`src/rtl/divide8_signed_sequential_if.sv`:
```
// rtl/divide8_signed_sequential_if.sv - start/busy/done handshake and operand/result bundle for the signed divider
// The controller drives start and operands; the divider returns results and flags.
interface divide8_signed_sequential_if #(
    parameter int WIDTH = 8
);
    logic             start;
    logic [WIDTH-1:0] dividend;
    logic [WIDTH-1:0] divisor;
    logic             busy;
    logic             done;
    logic [WIDTH-1:0] quotient;
    logic [WIDTH-1:0] remainder;
    logic             div_by_zero;
    logic             overflow;

    modport master (
        output start, dividend, divisor,
        input  busy, done, quotient, remainder, div_by_zero, overflow
    );

    modport slave (
        input  start, dividend, divisor,
        output busy, done, quotient, remainder, div_by_zero, overflow
    );
endinterface

```
`src/rtl/divide8_signed_sequential.sv`:
```
// rtl/divide8_signed_sequential.sv - iterative signed restoring divider, one quotient bit per clock
// Optional DIVIDE8_ZERO_EARLY_EN: a zero divisor skips the CALC steps and finishes in one clock.
module divide8_signed_sequential #(
    parameter int WIDTH = 8
) (
    input  logic                        clk,
    input  logic                        rst_n,
    divide8_signed_sequential_if.slave  bus
);
    localparam int CW = $clog2(WIDTH);

    typedef enum logic [1:0] {IDLE, CALC, FIX} state_t;

    state_t           state;
    state_t           state_next;
    logic [CW-1:0]    cnt;
    logic             q_sign;
    logic             r_sign;
    logic             zero_div;
    logic             ovf_case;
    logic [WIDTH-1:0] dvd_raw;
    logic [WIDTH-1:0] dvd_sh;
    logic [WIDTH-1:0] quo_sh;
    logic [WIDTH:0]   dvs_mag;
    logic [WIDTH:0]   part_rem;
    logic [WIDTH+1:0] shifted;
    logic [WIDTH+1:0] diff;
    logic [WIDTH-1:0] dvd_abs;
    logic [WIDTH-1:0] dvs_abs;
    logic [WIDTH-1:0] quo_res;
    logic [WIDTH-1:0] rem_res;
    logic [WIDTH-1:0] quotient_r;
    logic [WIDTH-1:0] remainder_r;
    logic             done_r;
    logic             dbz_r;
    logic             ovf_r;
    logic             divisor_zero;

    // Magnitudes are taken as unsigned, so |-128| lands as 8'h80 = 128.
    assign dvd_abs      = bus.dividend[WIDTH-1] ? ({WIDTH{1'b0}} - bus.dividend) : bus.dividend;
    assign dvs_abs      = bus.divisor[WIDTH-1]  ? ({WIDTH{1'b0}} - bus.divisor)  : bus.divisor;
    assign divisor_zero = (bus.divisor == {WIDTH{1'b0}});

    assign shifted = {part_rem, dvd_sh[WIDTH-1]};
    assign diff    = shifted - {1'b0, dvs_mag};
    assign quo_res = q_sign ? ({WIDTH{1'b0}} - quo_sh) : quo_sh;
    assign rem_res = r_sign ? ({WIDTH{1'b0}} - part_rem[WIDTH-1:0]) : part_rem[WIDTH-1:0];

    assign bus.busy        = (state != IDLE);
    assign bus.done        = done_r;
    assign bus.quotient    = quotient_r;
    assign bus.remainder   = remainder_r;
    assign bus.div_by_zero = dbz_r;
    assign bus.overflow    = ovf_r;

    always_ff @(posedge clk or negedge rst_n) begin
        if (!rst_n) begin
            state <= IDLE;
        end else begin
            state <= state_next;
        end
    end

    always_comb begin
        state_next = state;
        case (state)
            IDLE: begin
                if (bus.start) begin
`ifdef DIVIDE8_ZERO_EARLY_EN
                    state_next = divisor_zero ? FIX : CALC;
`else
                    state_next = CALC;
`endif
                end
            end
            CALC: begin
                if (cnt == CW'(WIDTH - 1)) begin
                    state_next = FIX;
                end
            end
            FIX:     state_next = IDLE;
            default: state_next = IDLE;
        endcase
    end

    always_ff @(posedge clk or negedge rst_n) begin
        if (!rst_n) begin
            cnt         <= '0;
            q_sign      <= 1'b0;
            r_sign      <= 1'b0;
            zero_div    <= 1'b0;
            ovf_case    <= 1'b0;
            dvd_raw     <= '0;
            dvd_sh      <= '0;
            quo_sh      <= '0;
            dvs_mag     <= '0;
            part_rem    <= '0;
            quotient_r  <= '0;
            remainder_r <= '0;
            done_r      <= 1'b0;
            dbz_r       <= 1'b0;
            ovf_r       <= 1'b0;
        end else begin
            done_r <= 1'b0;
            case (state)
                IDLE: begin
                    if (bus.start) begin
                        q_sign   <= bus.dividend[WIDTH-1] ^ bus.divisor[WIDTH-1];
                        r_sign   <= bus.dividend[WIDTH-1];
                        dvd_raw  <= bus.dividend;
                        dvd_sh   <= dvd_abs;
                        dvs_mag  <= {1'b0, dvs_abs};
                        zero_div <= divisor_zero;
                        ovf_case <= (bus.dividend == {1'b1, {(WIDTH-1){1'b0}}}) && (&bus.divisor);
                        part_rem <= '0;
                        quo_sh   <= '0;
                        cnt      <= '0;
                    end
                end
                CALC: begin
                    // A negative trial difference means restore: keep the shifted value.
                    part_rem <= diff[WIDTH+1] ? shifted[WIDTH:0] : diff[WIDTH:0];
                    quo_sh   <= {quo_sh[WIDTH-2:0], ~diff[WIDTH+1]};
                    dvd_sh   <= {dvd_sh[WIDTH-2:0], 1'b0};
                    cnt      <= cnt + 1'b1;
                end
                FIX: begin
                    done_r <= 1'b1;
                    if (zero_div) begin
                        quotient_r  <= {WIDTH{1'b1}};
                        remainder_r <= dvd_raw;
                        dbz_r       <= 1'b1;
                        ovf_r       <= 1'b0;
                    end else begin
                        quotient_r  <= quo_res;
                        remainder_r <= rem_res;
                        dbz_r       <= 1'b0;
                        ovf_r       <= ovf_case;
                    end
                end
                default: ;
            endcase
        end
    end
endmodule
```
`src/flat_wrapper.sv`:
```
// flat-port wrapper written by rule: the top's interface ports become plain ports
module divide8_signed_sequential_flat 
#(
    parameter int WIDTH = 8
)
  (clk, rst_n, bus_start, bus_dividend, bus_divisor, bus_busy, bus_done, bus_quotient, bus_remainder, bus_div_by_zero, bus_overflow);
  divide8_signed_sequential_if #(.WIDTH(WIDTH)) bus_i ();
  input  logic clk;
  input  logic rst_n;
  input wire logic [$bits(bus_i.start)-1:0] bus_start;
  input wire logic [$bits(bus_i.dividend)-1:0] bus_dividend;
  input wire logic [$bits(bus_i.divisor)-1:0] bus_divisor;
  output wire logic [$bits(bus_i.busy)-1:0] bus_busy;
  output wire logic [$bits(bus_i.done)-1:0] bus_done;
  output wire logic [$bits(bus_i.quotient)-1:0] bus_quotient;
  output wire logic [$bits(bus_i.remainder)-1:0] bus_remainder;
  output wire logic [$bits(bus_i.div_by_zero)-1:0] bus_div_by_zero;
  output wire logic [$bits(bus_i.overflow)-1:0] bus_overflow;
  assign bus_i.start = bus_start;
  assign bus_i.dividend = bus_dividend;
  assign bus_i.divisor = bus_divisor;
  assign bus_busy = bus_i.busy;
  assign bus_done = bus_i.done;
  assign bus_quotient = bus_i.quotient;
  assign bus_remainder = bus_i.remainder;
  assign bus_div_by_zero = bus_i.div_by_zero;
  assign bus_overflow = bus_i.overflow;
  divide8_signed_sequential #(.WIDTH(WIDTH)) u_core (.clk(clk), .rst_n(rst_n), .bus(bus_i));
endmodule
```
`config.mk`:
```
export PLATFORM = sky130hd
export DESIGN_NAME = divide8_signed_sequential_flat
export DESIGN_NICKNAME = d
export VERILOG_FILES = /design/src/rtl/divide8_signed_sequential_if.sv /design/src/rtl/divide8_signed_sequential.sv /design/src/flat_wrapper.sv
export SDC_FILE = /design/constraint.sdc
export NUM_CORES = 1
export LEC_CHECK = 0
export ABC_AREA = 1
export CAP_MARGIN = 5
export CELL_PAD_IN_SITES_DETAIL_PLACEMENT = 1
export CELL_PAD_IN_SITES_GLOBAL_PLACEMENT = 1
export CORE_MARGIN = 1.5
export CORE_UTILIZATION = 42
export CTS_CLUSTER_SIZE = 28
export DETAILED_ROUTE_END_ITERATION = 10
export PLACE_DENSITY = 0.77
export SLEW_MARGIN = 25
export SYNTH_ARGS = -nofsm -noshare
export SYNTH_HDL_FRONTEND = slang
export SYNTH_SLANG_ARGS = --single-unit
```
`constraint.sdc`:
```
create_clock -name clk -period 2.2 [get_ports clk]
set_input_delay 0.33 -clock clk [delete_from_list [all_inputs] [get_ports clk]]
set_output_delay 0.33 -clock clk [all_outputs]
set_load 0.005 [all_outputs]
```
==> impl_metrics.csv <==
group,metric,value,unit
run_status,status,"complete, no violations",
drt,drcViolationCount,0,
timing,slew_violations,0,
logic_synthesis,yosysMostFrequentCell,"nand2_1",
critical_path,crit_path_end_kind,"register",
drt,totalWireLength,10530,µm
logic_synthesis,avgSynthCellArea,7.911,µm²
timing,finalCritPeriodShare,0.9094,
timing,finalSetupViolCount,0,
timing,hold_viol,0,
clock_tree,root_buffer,"clkbuf_8",
critical_path,reg2reg_slack,0.20,ns
cells_and_area,layout-drive-gt1-share,0.06754,
clock_tree,holdBufCountCts,0,
critical_path,critPathMaxStageDelay,0.44,ns
critical_path,worstRegToRegCells,10,
floorplan,rows,34,
cells_and_area,stdcell_area,4619,µm²
logic_synthesis,synth_cell_types,37,
clock_tree,clk_latency,0.35,ns
clock_tree,htree_levels,3,
logic_synthesis,synth_commonest_cells,"nand2_1 (118), inv_1 (70), dfrtp_1 (68), nand3_1 (42), o21ai_0 (34)",
clock_tree,numCtsBuffers,9,
floorplan,die_height,98.39,µm
grt,antenna_found_initial,0,
place,placed_area,4359,µm²
critical_path,path_max_fanout,10,
cells_and_area,multi_input_area,1797,µm²
logic_synthesis,synth_seq_cells,68,
cells_and_area,final_cells,641,
pwr,powerDensity,1596,nW/µm²
logic_synthesis,yosysTopAreaCell,"dfrtp_1",
clock_tree,cts_buffer_depth,2,
hold_path,holdCritPathClass,"input port to asynchronous set/reset pin",
drt,vias_per_cell,5.320,
timing,slew_headroom,0.5749,
floorplan,die-area,9680,µm²
critical_path,crit_type,"register to register",
grt,grt_overflow,0,
cells_and_area,area_growth,20.89,%
clock_tree,cts_tree,"done",
logic_synthesis,synth-edff-count,0,
logic_synthesis,synth_top_area_share,0.4453,
clock_tree,postCtsResizedCells,0,
floorplan,num_io_pins,39,
critical_path,cp-start-kind,"register",
critical_path,cp.required,2.48,ns
clock_tree,cts_sinks,68,
logic_synthesis,synth-async-reset-ratio,1.000,
timing,rsz0062_at_grt,"no",
floorplan,core-area,8763,µm²
timing,tightest_slew,0.6370,ns
timing,finClkSkew,0.008597,ns
floorplan,fp.dieW,98.39,µm
critical_path,slowest_stage,"dfrtp_1",
clock_tree,cts_setup_buffers,0,
logic_synthesis,synthMuxAreaShare,0,
place,hpwl,7943,µm
logic_synthesis,synth_area,3821,µm²
place,place_inst,626,
logic_synthesis,syn_nets,518,
logic_synthesis,yosysWarnings,0,
logic_synthesis,synth-seq-area-share,0.4453,
drt,drt_iter0_drc,165,
grt,grt_pass1_wl,17710,µm
place,pre_cts_ws,0.2111,ns
drt,antenna_left,0,
logic_synthesis,synth_xor_area_frac,0.04355,
cells_and_area,diodes,0,
logic_synthesis,synth_ff_type,"dfrtp_1",
logic_synthesis,synth_top_family_by_area,"simple AND/OR/NAND/NOR gates",
logic_synthesis,synth-compound-area-share,0.1238,
drt,via_count,3410,
timing,fmax,0.4998,GHz
grt,grt_usage,0.2323,
cells_and_area,layout.nets,564,
drt,routedWlPerCell,16.42,µm
timing,layout_min_cycle_time,2.001,ns
cells_and_area,seq_area,1702,µm²
timing,fin_hold_ws,0.0005568,ns
pwr,ir_drop,0.0004698,V
flow_run,maxCapViolations,0,
pwr,p_leak,2.279,nW
logic_synthesis,synth.area.top_cells,"dfrtp_1 (45%), nand2_1 (12%), inv_1 (6.9%), nand3_1 (5.5%), ha_1 (4.9%)",
clock_tree,clk_pin_slew,0.08,ns
logic_synthesis,synthSimpleGateAreaFrac,0.2485,
critical_path,r2r_end,"u_core.part_rem[2]$_DFFE_PN0P_",
critical_path,path_common_cell,"nand2_1",
timing,finalWorstSetupSlack,0.1993,ns
logic_synthesis,synth_cells,483,
timing,tns,0,ns
logic_synthesis,synthAdderAreaFrac,0.05435,
place,portBuffers,38,
critical_path,path_cells,"ha_1, nand2_1, nand2_1, inv_1, nand2_1, nand2_1, nand4_2, nand3_1, nand3_1, nand2_1",
critical_path,arrival,2.28,ns
drt,firstDrtPassIters,4,
place,gp_congestion,0.8438,
grt,grt_max_degree,34,
grt,first_global_vias,3628,
critical_path,r2r_start,"u_core.part_rem[3]$_DFFE_PN0P_",
cells_and_area,num-fill-cells,1088,
floorplan,start_util,0.4360,
==> cell type report <==
class                           instances  share of cell area
Clock buffer                            9             0.02681
Clock inverter                          6             0.02952
Inverter                               72             0.05850
Timing Repair Buffer                   47             0.09859
Sequential cell                        68              0.3684
Tap cell                              108             0.02925
Multi-Input combinational cell        331              0.3889
==> per-stage QoR <==
step | utilization | power [mW]
floorplan | - | 4.736
global route | 0.5271 | 8.045
finish | 0.5271 | 7.373
global placement | 0.4974 | 5.806
detailed placement | 0.4974 | 6.004
CTS | 0.5271 | 7.429
==> worst max-delay path: cells and delay by family (launching register included) <==
family,cells,cell delay [ns]
fa+ha+maj,1,0.37
simple gates,8,1.03
buf+inv,1,0.10
flops,1,0.44
==> worst max path at each step <==
stage	startpoint	endpoint	slack, ns
5_1_grt	u_core.part_rem[3]$_DFFE_PN0P_	u_core.part_rem[2]$_DFFE_PN0P_	0.04
6_report	u_core.part_rem[3]$_DFFE_PN0P_	u_core.part_rem[2]$_DFFE_PN0P_	0.20
4_1_cts	u_core.part_rem[3]$_DFFE_PN0P_	u_core.part_rem[2]$_DFFE_PN0P_	0.20
3_5_place_dp	bus_start	u_core.quo_sh[1]$_DFFE_PN0P_	0.21
2_1_floorplan	u_core.part_rem[3]$_DFFE_PN0P_	u_core.part_rem[0]$_DFFE_PN0P_	0.50
3_3_place_gp	bus_start	u_core.quo_sh[5]$_DFFE_PN0P_	0.25
==> registers in the layout (all words and copies together) (netlist names), 2 cells and up <==
name	flops
u_core.cnt	3
u_core.part_rem	9
u_core.dvd_sh	8
u_core.bus.quotient	8
u_core.quo_sh	8
u_core.dvs_mag	8
u_core.state	2
u_core.bus.remainder	8
u_core.dvd_raw	8
==> routing by layer <==
layer  global-route usage  share of wire
met5                    0              0
met4              0.08884          0.018
met3              0.03293          0.027
met2               0.3867           0.48
met1               0.3071           0.47
==> where the power goes <==
part	switching [mW]	internal, mW	total [mW]
logic	2.26	1.53	3.80
clock network	0.508	0.866	1.37
registers	0.410	1.79	2.20
==> cells in the final DEF, fill, tap and decap left out, drive strengths merged <==
cell type | Yosys | routed
o2111ai | 1 | 1
a22oi | 6 | 6
fa | 1 | 1
buf | 5 | 10
nand3b | 3 | 3
nor3 | 5 | 5
nand3 | 44 | 44
o211ai | 1 | 1
clkbuf | 7 | 9
a22o | 2 | 2
xnor2 | 3 | 3
clkinv | 1 | 1
nor2 | 33 | 33
o41ai | 1 | 1
bufinv | 0 | 4
clkdlybuf4s50 | 0 | 37
o22a | 1 | 1
ha | 15 | 15
a311oi | 1 | 1
nand4 | 10 | 10
o22ai | 12 | 12
o21ai | 40 | 40
nand2 | 120 | 120
inv | 71 | 72
xor2 | 16 | 16
dfrtp | 68 | 68
o221ai | 1 | 1
clkinvlp | 0 | 1
a31oi | 4 | 4
a21oi | 11 | 11
==> cells by family (layout without fill, tap and decap cells) <==
family,Yosys count,in the layout
flops,68,68
compound gates,81,81
fa+ha+maj,16,16
xor+xnor,19,19
simple gates,215,215
buf+inv,84,134
Power figures use the tool's default switching activity.
==> RTL edit, RTL diff (same flow settings) <==
`WIDTH` is set to 8 in 3 places; all go to 16.
--- a/src/rtl/divide8_signed_sequential_if.sv
+++ b/src/rtl/divide8_signed_sequential_if.sv
@@ -1,7 +1,7 @@
 // rtl/divide8_signed_sequential_if.sv - start/busy/done handshake and operand/result bundle for the signed divider
 // The controller drives start and operands; the divider returns results and flags.
 interface divide8_signed_sequential_if #(
-    parameter int WIDTH = 8
+    parameter int WIDTH = 16
 );
     logic             start;
     logic [WIDTH-1:0] dividend;
--- a/src/rtl/divide8_signed_sequential.sv
+++ b/src/rtl/divide8_signed_sequential.sv
@@ -1,7 +1,7 @@
 // rtl/divide8_signed_sequential.sv - iterative signed restoring divider, one quotient bit per clock
 // Optional DIVIDE8_ZERO_EARLY_EN: a zero divisor skips the CALC steps and finishes in one clock.
 module divide8_signed_sequential #(
-    parameter int WIDTH = 8
+    parameter int WIDTH = 16
 ) (
     input  logic                        clk,
     input  logic                        rst_n,
--- a/src/flat_wrapper.sv
+++ b/src/flat_wrapper.sv
@@ -1,7 +1,7 @@
 // flat-port wrapper written by rule: the top's interface ports become plain ports
 module divide8_signed_sequential_flat 
 #(
-    parameter int WIDTH = 8
+    parameter int WIDTH = 16
 )
   (clk, rst_n, bus_start, bus_dividend, bus_divisor, bus_busy, bus_done, bus_quotient, bus_remainder, bus_div_by_zero, bus_overflow);
   divide8_signed_sequential_if #(.WIDTH(WIDTH)) bus_i ();
Ports: changed (resized bus_dividend, bus_divisor, bus_quotient and bus_remainder); port bits go from 39 to 71. No check against the original RTL was run, so the function may have changed too.
==> RTL edit against the unedited design <==
- clock skew up 0.0011 ns
- final cell count grew 120%
- area after synthesis is 100% higher
- sequential cell count up 57
- combinational power rose by 120%
- critical path depth down 1
- power increased by 110%
- critical path type unchanged
- wire length up 130%
- via count grew 120%
- design area increased by 110%
- worst setup slack got worse by 0.089 ns
==> RTL edit: results (changes against the unedited design) <==
Syn Inst Count -> 1061 (was 483)
Hold Buf Count CTS -> 1 (was 0)
reg-to-reg slack, setup -> 0.11 ns (was 0.20 ns)
Pint -> 8.355 mW (was 4.191 mW)
largest net degree at the start of global routing -> 50 (was 34)
total number of vias -> 7523 (was 3410)
DR pass1 iterations -> 6 (was 4)
worst setup path end -> u_core.quo_sh[0] (was u_core.part_rem[2])
Worst VDD drop -> 0.6280 mV (was 0.4698 mV)
R2R depth -> 9 (was 10)
CTS buffer count -> 17 (was 9)
clk root buf -> clkbuf_16 (was clkbuf_8)
GPL Wtd Cong -> 0.8654 (was 0.8438)
adder-cell share of the synthesized area -> 0.03841 (was 0.05435)
GR Util met1 -> 0.3563 (was 0.3071)
outcome -> finished, final reports clean (unchanged)
post-synthesis sequential area ratio -> 0.4068 (was 0.4453)
share of cells above drive strength 1 -> 0.1018 (was 0.06754)
drt wl/cell -> 17.61 um (was 16.42 um)
Clock Power Share -> 0.191 (was 0.186)
WL met3 -> 899 um (was 287 um)
Comb pwr share -> 0.550 (was 0.515)
xor and xnor area share after synthesis -> 0.03190 (was 0.04355)
Sw Ratio -> 0.4592 (was 0.4316)
top area cells in the synthesized netlist -> dfrtp_1 41%, nand2_1 14%, nand3_1 7.6% (was dfrtp_1 45%, nand2_1 12%, inv_1 6.9%)
Layout Nets -> 1214 (was 564)
critical path fanouts, max -> 18 (was 10)
## RTL edit: changes by cell type in the layout (fill, tap and decap cells not counted), moves of 9 or more
cell             unedited run  this run
inv_1                      70       142
a21oi_1                    10        36
o21ai_0                    34        61
clkbuf_8                    9         0
clkbuf_16                   0        17
dfrtp_1                    68       124
buf_4                       8        38
nand3_1                    42       116
clkdlybuf4s50_1            37        69
nand2_1                   118       283
nor2_1                     30        79
o22ai_1                    12        21
## RTL edit: final cells by class
type	instances	area, um2
clock inverters	14	183.9
fillers	2285	8388
flip-flops and latches	125	3129
repair buffers	112	1066
inverters	149	559.3
clock buffers	18	429.2
multi-input cells	751	3921
well taps	229	286.5
## RTL edit: stage by stage
step	cell area, um2	TNS (ns)
6_report	9575	0
5_1_grt	9575	-0.02435
4_1_cts	9470	0
3_5_place_dp	8847	-0.08472
3_3_place_gp	8847	-0.1121
2_1_floorplan	7689	0
